`config.mk`:
```
export PLATFORM = sky130hd
export DESIGN_NAME = cordic_range_reduce
export DESIGN_NICKNAME = d
export VERILOG_FILES = /design/src/rtl/cordic_pkg.sv /design/src/rtl/cordic_range_reduce_fp32_unpack.sv /design/src/rtl/cordic_range_reduce.sv
export SDC_FILE = /design/constraint.sdc
export NUM_CORES = 1
export LEC_CHECK = 0
export CORE_UTILIZATION = 55
export DETAILED_ROUTE_END_ITERATION = 10
export HOLD_SLACK_MARGIN = 0.08
export PLACE_DENSITY = 0.73
export SLEW_MARGIN = 15
export SYNTH_ARGS = -nofsm -noshare
export SYNTH_HDL_FRONTEND = slang
export SYNTH_SLANG_ARGS = --single-unit
export TNS_END_PERCENT = 20
```
`constraint.sdc`:
```
create_clock -name clk -period 6.4 [get_ports clk]
set_input_delay 0.96 -clock clk [delete_from_list [all_inputs] [get_ports clk]]
set_output_delay 0.96 -clock clk [all_outputs]
set_load 0.01 [all_outputs]
```
`src/rtl/cordic_pkg.sv`:
```
// Shared definitions for the CORDIC trigonometry accelerator: constants,
// float32 field layout and the range-reduction state encoding.
package cordic_pkg;

    localparam int unsigned FP_W           = 32;
    localparam int unsigned FP_EXP_W       = 8;
    localparam int unsigned FP_MAN_W       = 23;
    localparam int unsigned FP_BIAS        = 127;
    localparam int unsigned FP_EXP_SPECIAL = 255;
    localparam int unsigned FP_UEXP_W      = 10;
    localparam int unsigned Q_W            = 32;

    // pi/2 in unsigned Q2.30, truncated
    localparam logic [Q_W-1:0] PI_2_Q30 = 32'h6487ED51;

    typedef enum logic [1:0] {
        ST_IDLE,
        ST_UNPACK,
        ST_SHIFT,
        ST_FINISH
    } rr_state_e;

    typedef enum logic [1:0] {
        FP_NORMAL,
        FP_ZERO,
        FP_INVALID
    } fp_class_e;

    typedef struct packed {
        logic                   sign;
        logic [FP_UEXP_W-1:0]   exp;    // unbiased exponent, two's complement
        logic [FP_MAN_W:0]      mant;   // mantissa with hidden one
        fp_class_e              cls;
    } fp32_fields_t;

endpackage

```
`src/rtl/cordic_range_reduce_fp32_unpack.sv`:
```
// Combinational float32 classifier: splits sign/exponent/mantissa and flags
// zero/denormal and NaN/Inf/too-large inputs.
module fp32_unpack
    import cordic_pkg::*;
#(
    parameter int unsigned MAX_EXP = 23
) (
    input  logic [FP_W-1:0] value,
    output fp32_fields_t    fields_c
);

    logic [FP_EXP_W-1:0]         exp_raw;
    logic signed [FP_UEXP_W-1:0] exp_unb;

    always_comb begin
        exp_raw         = value[FP_W-2:FP_MAN_W];
        exp_unb         = $signed({2'b00, exp_raw}) - $signed(FP_UEXP_W'(FP_BIAS));
        fields_c.sign   = value[FP_W-1];
        fields_c.exp    = exp_unb;
        fields_c.mant   = {1'b1, value[FP_MAN_W-1:0]};
        if (exp_raw == FP_EXP_W'(FP_EXP_SPECIAL) || exp_unb > $signed(FP_UEXP_W'(MAX_EXP))) begin
            fields_c.cls = FP_INVALID;
        end else if (exp_raw == '0) begin
            fields_c.cls = FP_ZERO;
        end else begin
            fields_c.cls = FP_NORMAL;
        end
    end

endmodule

```
`src/rtl/cordic_range_reduce.sv`:
```
// Reduces |theta| (float32) modulo pi/2 by shift-and-subtract, producing a
// Q2.30 residual and a 2-bit quadrant for the CORDIC core.
module cordic_range_reduce
    import cordic_pkg::*;
#(
    parameter int unsigned MAX_EXP = 23
) (
    input  logic            clk,
    input  logic            rst_n,
    input  logic            start,
    input  logic [FP_W-1:0] theta,
    output logic            busy,
    output logic            done,
    output logic [Q_W-1:0]  angle,
    output logic [1:0]      quadrant,
    output logic            invalid
);

    localparam int unsigned K_W = $clog2(MAX_EXP + 1);
    localparam int unsigned T_W = Q_W + 1;

    rr_state_e        state_q, state_d;
    logic [FP_W-1:0]  theta_q, theta_d;
    logic [T_W-1:0]   r_q, r_d;
    logic [1:0]       q_q, q_d;
    logic [K_W-1:0]   k_q, k_d;
    logic             busy_q, busy_d;
    logic             done_q, done_d;
    logic [Q_W-1:0]   angle_q, angle_d;
    logic [1:0]       quadrant_q, quadrant_d;
    logic             invalid_q, invalid_d;

    fp32_fields_t                fields;
    logic signed [FP_UEXP_W-1:0] e_s;
    logic [FP_UEXP_W-1:0]        neg_shift;
    logic [Q_W-1:0]              r_init;
    logic [T_W-1:0]              sub_a;
    logic [T_W-1:0]              sub_diff;
    logic                        sub_borrow;
    logic [T_W-1:0]              r_step;

    fp32_unpack #(.MAX_EXP(MAX_EXP)) u_unpack (
        .value    (theta_q),
        .fields_c (fields)
    );

    // Initial residual: mantissa as a [1,2) value, scaled down for e < 0
    always_comb begin
        e_s       = fields.exp;
        neg_shift = FP_UEXP_W'(-e_s);
        r_init    = {1'b0, fields.mant, 7'b0};
        if (e_s < 0) begin
            r_init = (neg_shift >= FP_UEXP_W'(Q_W)) ? '0 : (r_init >> neg_shift);
        end
    end

    // The one shared subtractor: compare-and-subtract P in UNPACK and SHIFT
    always_comb begin
        sub_a = (state_q == ST_SHIFT) ? (r_q << 1) : {1'b0, r_init};
        {sub_borrow, sub_diff} = {1'b0, sub_a} - {2'b00, PI_2_Q30};
        r_step = sub_borrow ? sub_a : sub_diff;
    end

    always_comb begin
        state_d    = state_q;
        theta_d    = theta_q;
        r_d        = r_q;
        q_d        = q_q;
        k_d        = k_q;
        busy_d     = busy_q;
        done_d     = 1'b0;
        angle_d    = angle_q;
        quadrant_d = quadrant_q;
        invalid_d  = invalid_q;

        case (state_q)
            ST_IDLE: begin
                if (start) begin
                    theta_d = theta;
                    busy_d  = 1'b1;
                    state_d = ST_UNPACK;
                end
            end
            ST_UNPACK: begin
                if (fields.cls == FP_NORMAL) begin
                    r_d     = r_step;
                    q_d     = {1'b0, ~sub_borrow};
                    k_d     = (e_s > 0) ? K_W'(e_s) : '0;
                    state_d = (e_s > 0) ? ST_SHIFT : ST_FINISH;
                end else begin
                    r_d     = '0;
                    q_d     = '0;
                    k_d     = '0;
                    state_d = ST_FINISH;
                end
            end
            ST_SHIFT: begin
                r_d = r_step;
                q_d = {q_q[0], ~sub_borrow};
                k_d = k_q - K_W'(1);
                if (k_q == K_W'(1)) begin
                    state_d = ST_FINISH;
                end
            end
            ST_FINISH: begin
                done_d  = 1'b1;
                busy_d  = 1'b0;
                state_d = ST_IDLE;
                if (fields.cls == FP_INVALID) begin
                    angle_d    = '0;
                    quadrant_d = '0;
                    invalid_d  = 1'b1;
                end else begin
                    invalid_d = 1'b0;
                    // Negative angles fold to P-r with mirrored quadrant
                    if (fields.sign && (r_q != '0)) begin
                        angle_d    = Q_W'({1'b0, PI_2_Q30} - r_q);
                        quadrant_d = 2'd3 - q_q;
                    end else if (fields.sign) begin
                        angle_d    = Q_W'(r_q);
                        quadrant_d = 2'd0 - q_q;
                    end else begin
                        angle_d    = Q_W'(r_q);
                        quadrant_d = q_q;
                    end
                end
            end
            default: begin
                state_d = ST_IDLE;
            end
        endcase
    end

    always_ff @(posedge clk or negedge rst_n) begin
        if (!rst_n) begin
            state_q    <= ST_IDLE;
            theta_q    <= '0;
            r_q        <= '0;
            q_q        <= '0;
            k_q        <= '0;
            busy_q     <= 1'b0;
            done_q     <= 1'b0;
            angle_q    <= '0;
            quadrant_q <= '0;
            invalid_q  <= 1'b0;
        end else begin
            state_q    <= state_d;
            theta_q    <= theta_d;
            r_q        <= r_d;
            q_q        <= q_d;
            k_q        <= k_d;
            busy_q     <= busy_d;
            done_q     <= done_d;
            angle_q    <= angle_d;
            quadrant_q <= quadrant_d;
            invalid_q  <= invalid_d;
        end
    end

    assign busy     = busy_q;
    assign done     = done_q;
    assign angle    = angle_q;
    assign quadrant = quadrant_q;
    assign invalid  = invalid_q;

endmodule

```
==> results of run 1 <==
synth_stat cells (27+ instances only):
library cell	instances	share of area (%)
a21oi_1	57	3.0
a31oi_1	27	1.8
clkbuf_1	44	1.8
dfrtp_1	111	29
inv_1	77	3.1
mux2_2	45	5.4
nand2_1	96	3.8
nand3_1	39	2.1
nor2_1	74	2.9
nor3_1	29	1.5
o21ai_0	47	2.5
o22ai_1	47	3.1
xnor2_1	41	3.8
flip-flops by register name, summed over array words and instances (netlist names):
name      cells
k_q           5
state_q       2
theta_q      32
busy          1
done          1
quadrant      2
angle        32
q_q           2
r_q          33
invalid       1
per-stage QoR:
step           hold WS (ns)  setup slack (ns)  std cells  utilization, %  cell area (µm²)
6_report              0.513             0.466       1352            63.4            10500
5_1_grt               0.536            0.0267       1352            63.4            10500
4_1_cts               0.519             0.345       1352            63.3            10500
3_5_place_dp          0.502             0.397       1336            61.5            10200
3_3_place_gp          0.492             0.570       1336            61.5            10200
2_1_floorplan         0.491              1.28       1096               -             9430
layer usage:
| layer | track usage, % | up-vias | wire, µm |
|---|---|---|---|
| li1 | - | 4193 | - |
| met1 | 47.3 | 4346 | 12400 |
| met2 | 52.5 | 540 | 13100 |
| met3 | 4.67 | 74 | 2700 |
| met4 | 13.7 | 0 | 1020 |
| met5 | 0 | - | 0 |
timing repair:
| item | in CTS | in global routing |
|---|---|---|
| setup buffers | 0 | 0 |
| gates resized for setup | 0 | 3 |
| endpoints found under the setup margin | 0 | 9 |
worst max-delay path, stage by stage (launching register included):
cell,delay [ns]
dfrtp_1,0.54
ha_1,0.47
nand2b_1,0.25
nor2_1,0.10
a21oi_1,0.05
o31ai_1,0.29
nand4_1,0.14
ha_1,0.38
o211ai_1,0.13
mux2_2,0.33
nor2_1,0.27
nand2_1,0.29
a221oi_1,0.69
nor2_1,0.24
nand4_1,0.15
a311o_1,0.48
nand3_2,0.41
o2111a_1,0.25
or3_1,0.36
final cells by class:
| cell class | count | area (µm²) | share of cell area, % |
|---|---|---|---|
| multi-input combinational | 832 | 6020 | 57.1 |
| clock buffer | 11 | 233 | 2.21 |
| tap | 220 | 275 | 2.61 |
| sequential | 111 | 2780 | 26.3 |
| inverter | 79 | 297 | 2.81 |
| timing repair buffer | 94 | 881 | 8.35 |
| clock inverter | 5 | 65.1 | 0.617 |
kinds of logic after synthesis:
family          after synthesis  synth area share, %
xor+xnor                     52                 4.83
flops                       111                 29.5
fa+ha+maj                    12                 1.59
mux                          90                 13.7
buf+inv                     153                 6.93
compound gates              337                 25.6
simple gates                341                 17.8
path summary, 6_finish.rpt:
kind / start / end / slack, ns / depth (start not counted)
max in group asynchronous: rst_n / theta_q[17]$_DFFE_PN0P_ / 4.57 / 2
worst max register to register: theta_q[24]$_DFFE_PN0P_ / r_q[26]$_DFFE_PN0P_ / 0.47 / 18
worst max-delay path: theta_q[24]$_DFFE_PN0P_ / r_q[26]$_DFFE_PN0P_ / 0.47 / 18
min in group asynchronous: rst_n / done$_DFF_PN0_ / 0.53 / 1
worst min-delay path: invalid$_DFFE_PN0P_ / invalid$_DFFE_PN0P_ / 0.51 / 1
worst min register to register: invalid$_DFFE_PN0P_ / invalid$_DFFE_PN0P_ / 0.51 / 1
==> flow_metrics.py, run 1 <==
metrics = {
    "drt": {
        "drtAntennaViolNets": 0,
        "totalWireLength_mm": 29.2,
        "first_iter_violations": 993,
        "via_count": 9153,
        "via_per_inst": 6.77,
        "drc": 0,
        "avgRoutedWirePerCell_um": 21.6,
        "drt_pass1_iterations": 5,
    },
    "synth": {
        "synth-seq-area-share_pct": 29.5,
        "synth_area_mm2": 0.00943,
        "synth_cell_types": 89,
        "synth-seq-cells": 111,
        "synthFlopType": "dfrtp_1",
        "synth-edff-count": 0,
        "synth.avg_cell_area_um2": 8.60,
        "synth_fp_nets": 1143,
        "synthArstFlopShare_pct": 100,
        "syn_inst": 1096,
        "yosysWarnings": 0,
    },
    "flow_run": {
        "max-cap-violations": 0,
    },
    "sta": {
        "slew_headroom_pct": 28.4,
        "worstMarginPinSlew_ns": 1.07,
        "clock.fmax_mhz": 169,
        "min_period_ns": 5.93,
        "hold_viol": 0,
        "fin_setup_tns_ns": 0,
        "period_share_pct": 92.7,
        "rsz0062_at_grt": "false",
        "slew_violations": 0,
        "setup_viol": 0,
        "fin_worst_skew_ns": 0.0128,
    },
    "clock_tree": {
        "clk_pin_slew_ns": 0.08,
        "clock_sinks": 111,
        "holdBufCountCts": 0,
        "clockRootBuffer": "clkbuf_16",
        "clockBufferDepth": 2,
        "cts_tree": "yes",
        "cts_made_buffers": 9,
        "clock_latency_ns": 0.37,
        "h-tree-depth": 3,
    },
    "global_route": {
        "grtUsageTotal_pct": 33.7,
        "grt_max_degree": 75,
        "antenna_found_initial": 0,
        "overflow": 0,
        "grt_pass1_vias": 8397,
        "grt_first_pass_wirelength_mm": 46.5,
    },
    "layout": {
        "fill_cells": 1475,
        "syn2layout_area_growth_pct": 11.9,
        "antenna_cells": 0,
        "final_common_cell": "dfrtp_1",
        "nets": 1174,
        "final_cell_mix": "dfrtp_1, nand2_1, inv_1",
        "drive_gt1_share_pct": 12.3,
    },
    "placement": {
        "io_buffers": 71,
        "dpl.hpwl_mm": 21.8,
        "finalWeightedCongestion": 1.01,
    },
    "critical_path": {
        "path_max_fanout": 17,
        "setup.worst_path.start_class": "flop",
        "worstSetupPathType": "flop to flop",
        "cp_data_required_time_ns": 6.65,
        "cp.arrival_ns": 6.18,
        "critPathCaptureType": "flop",
    },
    "floorplanning": {
        "core-area_mm2": 0.0166,
        "initial_utilization_pct": 56.6,
        "dieArea_mm2": 0.0177,
        "io-pin-count": 72,
        "rows": 47,
        "fp.dieW_um": 133,
        "die_h_um": 133,
    },
    "worst_hold_path": {
        "hp-class": "flop to flop",
    },
    "outcome": {
        "status": "completed",
    },
}
Power of run 1 is left out: the tool's default activity adds up to more than one toggle a clock period on the data nets, which glitch-free logic cannot reach.
==> run 2, diff against run 1 <==
SKIP_LAST_GASP = 1   (was default)
==> run 2 against run 1 <==
Net effect:
- design area is essentially flat
- critical path depth stayed put
- utilization barely moved
- final cell count unchanged
- clock skew up 0.0015 ns
- non-clock buffer count did not move
- critical endpoint is now r_q[8]$_DFFE_PN0P_
==> flow_metrics.py, run 2 (same netlist as run 1, synthesis figures left out) <==
metrics = {
    "outcome": {
        "status": "completed",
    },
    "sta": {
        "fin_worst_skew_ns": 0.0143,
        "rsz0062_at_grt": "true",
        "setup_viol": 0,
        "hold_viol": 0,
        "fin_setup_tns_ns": 0,
        "worstMarginPinSlew_ns": 1.07,
        "slew_headroom_pct": 28.9,
        "period_share_pct": 96.4,
        "clock.fmax_mhz": 162,
        "slew_violations": 0,
        "min_period_ns": 6.17,
    },
    "layout": {
        "nets": 1174,
        "syn2layout_area_growth_pct": 11.8,
        "drive_gt1_share_pct": 12.1,
        "largest_register_ffs": 33,
        "antenna_cells": 0,
        "final_cell_mix": "dfrtp_1, nand2_1, inv_1",
        "final_common_cell": "dfrtp_1",
        "regMostFlops": "r_q",
        "fill_cells": 1478,
    },
    "critical_path": {
        "ff2ff_path_depth": 18,
        "critPathCaptureType": "flop",
        "crit_chain": "ha_1 > nand2b_1 > nor2_1 > a21oi_1 > o31ai_1 > nand4_1 > ha_1 > o211ai_1 > mux2_2 > nor2_1 > a21oi_1 > a311oi_1 > nand3_1 > a311o_1 > a311o_1 > and3_1 > or4_1 > nand3_1",
        "crit_cells": 18,
        "setup.worst_path.start_class": "flop",
        "regToRegStartpoint": "theta_q[24]$_DFFE_PN0P_",
        "path_max_fanout": 17,
        "rrSetupSlack_ns": 0.23,
        "cp-endpoint": "r_q[8]$_DFFE_PN0P_",
        "r2r_end": "r_q[8]$_DFFE_PN0P_",
        "cp_slowest_cell": "a311oi_1",
        "slowest_delay_ns": 0.60,
        "startpoint": "theta_q[24]$_DFFE_PN0P_",
        "cp.arrival_ns": 6.47,
        "cp_data_required_time_ns": 6.70,
        "path_delay_family": "compound AO/OA/AOI/OAI gates",
        "critical_path_buf_inv_count": 0,
        "worstSetupPathType": "flop to flop",
    },
    "global_route": {
        "antenna_found_initial": 0,
        "grt_pass1_vias": 8397,
        "grtUsageTotal_pct": 33.7,
        "grt_first_pass_wirelength_mm": 46.5,
        "overflow": 0,
        "grt_max_degree": 75,
    },
    "worst_hold_path": {
        "hp-class": "flop to flop",
    },
    "drt": {
        "via_per_inst": 6.70,
        "avgRoutedWirePerCell_um": 21.5,
        "via_count": 9055,
        "drtAntennaViolNets": 0,
        "totalWireLength_mm": 29.1,
        "drc": 0,
        "drt_pass1_iterations": 9,
        "first_iter_violations": 1023,
    },
    "clock_tree": {
        "holdBufCountCts": 0,
        "cts_tree": "yes",
        "clockBufferDepth": 2,
        "post_cts_resized": 0,
        "clock_latency_ns": 0.37,
        "clk_pin_slew_ns": 0.08,
        "clockRootBuffer": "clkbuf_16",
        "cts_made_buffers": 9,
        "post-cts-setup-buffers": 0,
        "clock_sinks": 111,
        "h-tree-depth": 3,
    },
    "flow_run": {
        "max-cap-violations": 0,
    },
    "floorplanning": {
        "die_h_um": 133,
        "fp.dieW_um": 133,
        "core-area_mm2": 0.0166,
        "rows": 47,
        "initial_utilization_pct": 56.6,
        "io-pin-count": 72,
        "dieArea_mm2": 0.0177,
    },
    "placement": {
        "dpl.hpwl_mm": 21.8,
        "io_buffers": 71,
        "finalWeightedCongestion": 1.01,
    },
}
run 2: cell counts in the layout (fill, tap and decap cells not counted):
Identical to the previous run, type by type.
run 2: metrics by stage:
| step | cells | area [µm²] | utilization (%) | setup slack (ns) | hold WS, ns |
|---|---|---|---|---|---|
| finish | 1352 | 10500 | 63.3 | 0.233 | 0.513 |
| global route | 1352 | 10500 | 63.3 | -0.120 | 0.536 |
| CTS | 1352 | 10500 | 63.3 | 0.345 | 0.519 |
| detailed placement | 1336 | 10200 | 61.5 | 0.397 | 0.502 |
| global placement | 1336 | 10200 | 61.5 | 0.570 | 0.492 |
| floorplan | 1096 | 9430 | - | 1.28 | 0.491 |
run 2: final cells by class:
class | count | area [µm²] | share of cell area (%)
Timing Repair Buffer | 94 | 881 | 8.36
Clock inverter | 5 | 65.1 | 0.617
Tap cell | 220 | 275 | 2.61
Sequential cell | 111 | 2780 | 26.4
Inverter | 79 | 297 | 2.81
Multi-Input combinational cell | 832 | 6010 | 57.0
Clock buffer | 11 | 233 | 2.21
run 2: how the worst min path moves through the flow:
| stage | start | end | slack (ns) | cells past startpoint |
|---|---|---|---|---|
| CTS | angle[0]$_DFFE_PN0P_ | angle[0]$_DFFE_PN0P_ | 0.52 | 1 |
| finish | invalid$_DFFE_PN0P_ | invalid$_DFFE_PN0P_ | 0.51 | 1 |
| global placement | quadrant[0]$_DFFE_PN0P_ | quadrant[0]$_DFFE_PN0P_ | 0.49 | 1 |
| global route | quadrant[0]$_DFFE_PN0P_ | quadrant[0]$_DFFE_PN0P_ | 0.54 | 1 |
| detailed placement | angle[0]$_DFFE_PN0P_ | angle[0]$_DFFE_PN0P_ | 0.50 | 1 |
| floorplan | r_q[9]$_DFFE_PN0P_ | r_q[9]$_DFFE_PN0P_ | 0.49 | 2 |
run 2: routing by layer:
layer / routed length (µm) / vias to the layer above / GRT usage, %
met3: 2770 / 79 / 4.67
met4: 1080 / 0 / 13.7
met2: 13000 / 528 / 52.5
met1: 12200 / 4256 / 47.3
met5: 0 / - / 0
li1: - / 4192 / -
run 2: worst reg2reg max path, stage by stage (launching register included):
cell,delay [ns]
dfrtp_1,0.54
ha_1,0.46
nand2b_1,0.25
nor2_1,0.12
a21oi_1,0.05
o31ai_1,0.29
nand4_1,0.14
ha_1,0.38
o211ai_1,0.13
mux2_2,0.34
nor2_1,0.28
a21oi_1,0.26
a311oi_1,0.60
nand3_1,0.14
a311o_1,0.45
a311o_1,0.55
and3_1,0.51
or4_1,0.55
nand3_1,0.08
Power of run 2 is left out for the same reason.
==> run 3, diff against run 2 <==
CORE_UTILIZATION = 45   (was 55)
CTS_CLUSTER_SIZE = 12   (was default)
PLACE_DENSITY = 0.61   (was 0.73)
==> run 3 against run 2 <==
Net effect:
- count of clock-buffer cells in the layout fell by 1
- setup slack improved by 0.0079 ns
- critical endpoint unchanged
- design area rose by 0.89%
- first-iteration DRC count fell by 7.6%
- final cell count rose by 3.9%
- highest routed layer unchanged
- largest cell class unchanged
- flip-flop and latch count did not move
==> flow_metrics.py, run 3 (same netlist as run 1, synthesis figures left out) <==
metrics = {
    "outcome": {
        "status": "completed",
    },
    "clock_tree": {
        "clk_pin_slew_ns": 0.09,
        "clock_sinks": 111,
        "clock_latency_ns": 0.37,
        "h-tree-depth": 3,
        "post-cts-setup-buffers": 0,
        "clockRootBuffer": "clkbuf_16",
        "holdBufCountCts": 0,
        "cts_made_buffers": 9,
        "cts_tree": "yes",
        "clockBufferDepth": 2,
    },
    "sta": {
        "slew_violations": 0,
        "slew_headroom_pct": 27.4,
        "worstMarginPinSlew_ns": 1.09,
        "clock.fmax_mhz": 162,
        "min_period_ns": 6.16,
        "fin_setup_tns_ns": 0,
        "fin_worst_skew_ns": 0.0151,
        "rsz0062_at_grt": "true",
        "hold_viol": 0,
        "setup_viol": 0,
        "period_share_pct": 96.2,
    },
    "drt": {
        "via_per_inst": 6.36,
        "via_count": 8934,
        "totalWireLength_mm": 29.7,
        "drc": 0,
        "drtAntennaViolNets": 0,
        "avgRoutedWirePerCell_um": 21.2,
        "drt_pass1_iterations": 6,
        "first_iter_violations": 945,
    },
    "layout": {
        "regMostFlops": "r_q",
        "nets": 1177,
        "final_util_pct": 52.2,
        "final_common_cell": "dfrtp_1",
        "final-seq-area_mm2": 0.00278,
        "multiInputGateArea_mm2": 0.00601,
        "antenna_cells": 0,
        "drive_gt1_share_pct": 12.4,
        "final_cell_mix": "dfrtp_1, nand2_1, inv_1",
        "largest_register_ffs": 33,
        "fill_cells": 1938,
        "syn2layout_area_growth_pct": 12.8,
    },
    "placement": {
        "finalWeightedCongestion": 1.01,
        "io_buffers": 71,
        "dpl.hpwl_mm": 22.5,
    },
    "critical_path": {
        "cp-endpoint": "r_q[8]$_DFFE_PN0P_",
        "startpoint": "theta_q[24]$_DFFE_PN0P_",
        "cp.arrival_ns": 6.45,
        "setup.worst_path.start_class": "flop",
        "regToRegStartpoint": "theta_q[24]$_DFFE_PN0P_",
        "path_max_fanout": 16,
        "slowest_delay_ns": 0.66,
        "r2r_end": "r_q[8]$_DFFE_PN0P_",
        "rrSetupSlack_ns": 0.24,
        "ff2ff_path_depth": 18,
        "critPathCaptureType": "flop",
        "crit_chain": "ha_1 > nand2b_1 > nor2_1 > a21oi_1 > o31ai_1 > nand4_1 > ha_1 > o211ai_1 > mux2_2 > nor2_1 > a21oi_1 > a311oi_1 > nand3_1 > a311o_1 > a311o_1 > and3_1 > or4_1 > nand3_1",
        "cp_slowest_cell": "a311oi_1",
        "worstSetupPathType": "flop to flop",
        "cp_data_required_time_ns": 6.70,
    },
    "global_route": {
        "antenna_found_initial": 1,
        "grt_max_degree": 65,
        "overflow": 0,
        "grt_pass1_vias": 8167,
        "grtUsageTotal_pct": 28.2,
        "grt_first_pass_wirelength_mm": 47.6,
    },
    "flow_run": {
        "max-cap-violations": 0,
    },
    "worst_hold_path": {
        "hp-class": "flop to flop",
    },
    "floorplanning": {
        "io-pin-count": 72,
        "die_h_um": 147,
        "fp.dieW_um": 147,
        "rows": 52,
        "dieArea_mm2": 0.0215,
        "initial_utilization_pct": 46.3,
        "core-area_mm2": 0.0204,
    },
}
run 3: timing repair:
item / CTS / global route
endpoints found under the setup margin: 0 / 9
endpoints found under the hold margin: 0 / 0
resized for setup: 0 / 1
run 3: worst min path at each step:
stage | startpoint | endpoint | slack [ns] | cells past startpoint
after floorplan | r_q[9]$_DFFE_PN0P_ | r_q[9]$_DFFE_PN0P_ | 0.49 | 2
after global placement | quadrant[0]$_DFFE_PN0P_ | quadrant[0]$_DFFE_PN0P_ | 0.49 | 1
after detailed placement | quadrant[0]$_DFFE_PN0P_ | quadrant[0]$_DFFE_PN0P_ | 0.50 | 1
after CTS | quadrant[0]$_DFFE_PN0P_ | quadrant[0]$_DFFE_PN0P_ | 0.52 | 1
after global routing | quadrant[0]$_DFFE_PN0P_ | quadrant[0]$_DFFE_PN0P_ | 0.53 | 1
final | quadrant[0]$_DFFE_PN0P_ | quadrant[0]$_DFFE_PN0P_ | 0.51 | 1
run 3: area by class of cell:
type,instances,area share [%]
clock buffer,10,2.15
timing repair buffer,97,8.50
multi-input combinational,832,56.5
tap,270,3.18
clock inverter,6,0.730
inverter,79,2.79
sequential,111,26.1
run 3: through the flow:
step	area, µm²	cells	setup WS, ns	hold slack, ns
after floorplan	9430	1096	1.28	0.491
after global placement	10300	1389	0.298	0.490
after detailed placement	10300	1389	0.408	0.497
after CTS	10600	1405	0.374	0.515
after global routing	10600	1405	-0.110	0.533
final	10600	1405	0.241	0.512
run 3: critical path, delay by kind of cell, from the launching register on:
family	cells	cell delay, ns
muxes	1	0.33
adders and majority gates	2	0.79
AOI/OAI and AO/OA	7	2.35
DFF	1	0.54
and+or+nand+nor	8	2.05
run 3: metal layers:
| metal | track usage (%) | share of wire (%) | vias up |
|---|---|---|---|
| met2 | 42.7 | 44 | 439 |
| met4 | 9.53 | 2.3 | 0 |
| met5 | 0 | 0 | - |
| li1 | - | - | 4197 |
| met1 | 41.3 | 46 | 4248 |
| met3 | 3.76 | 7.5 | 50 |
Power of run 3 is left out for the same reason.
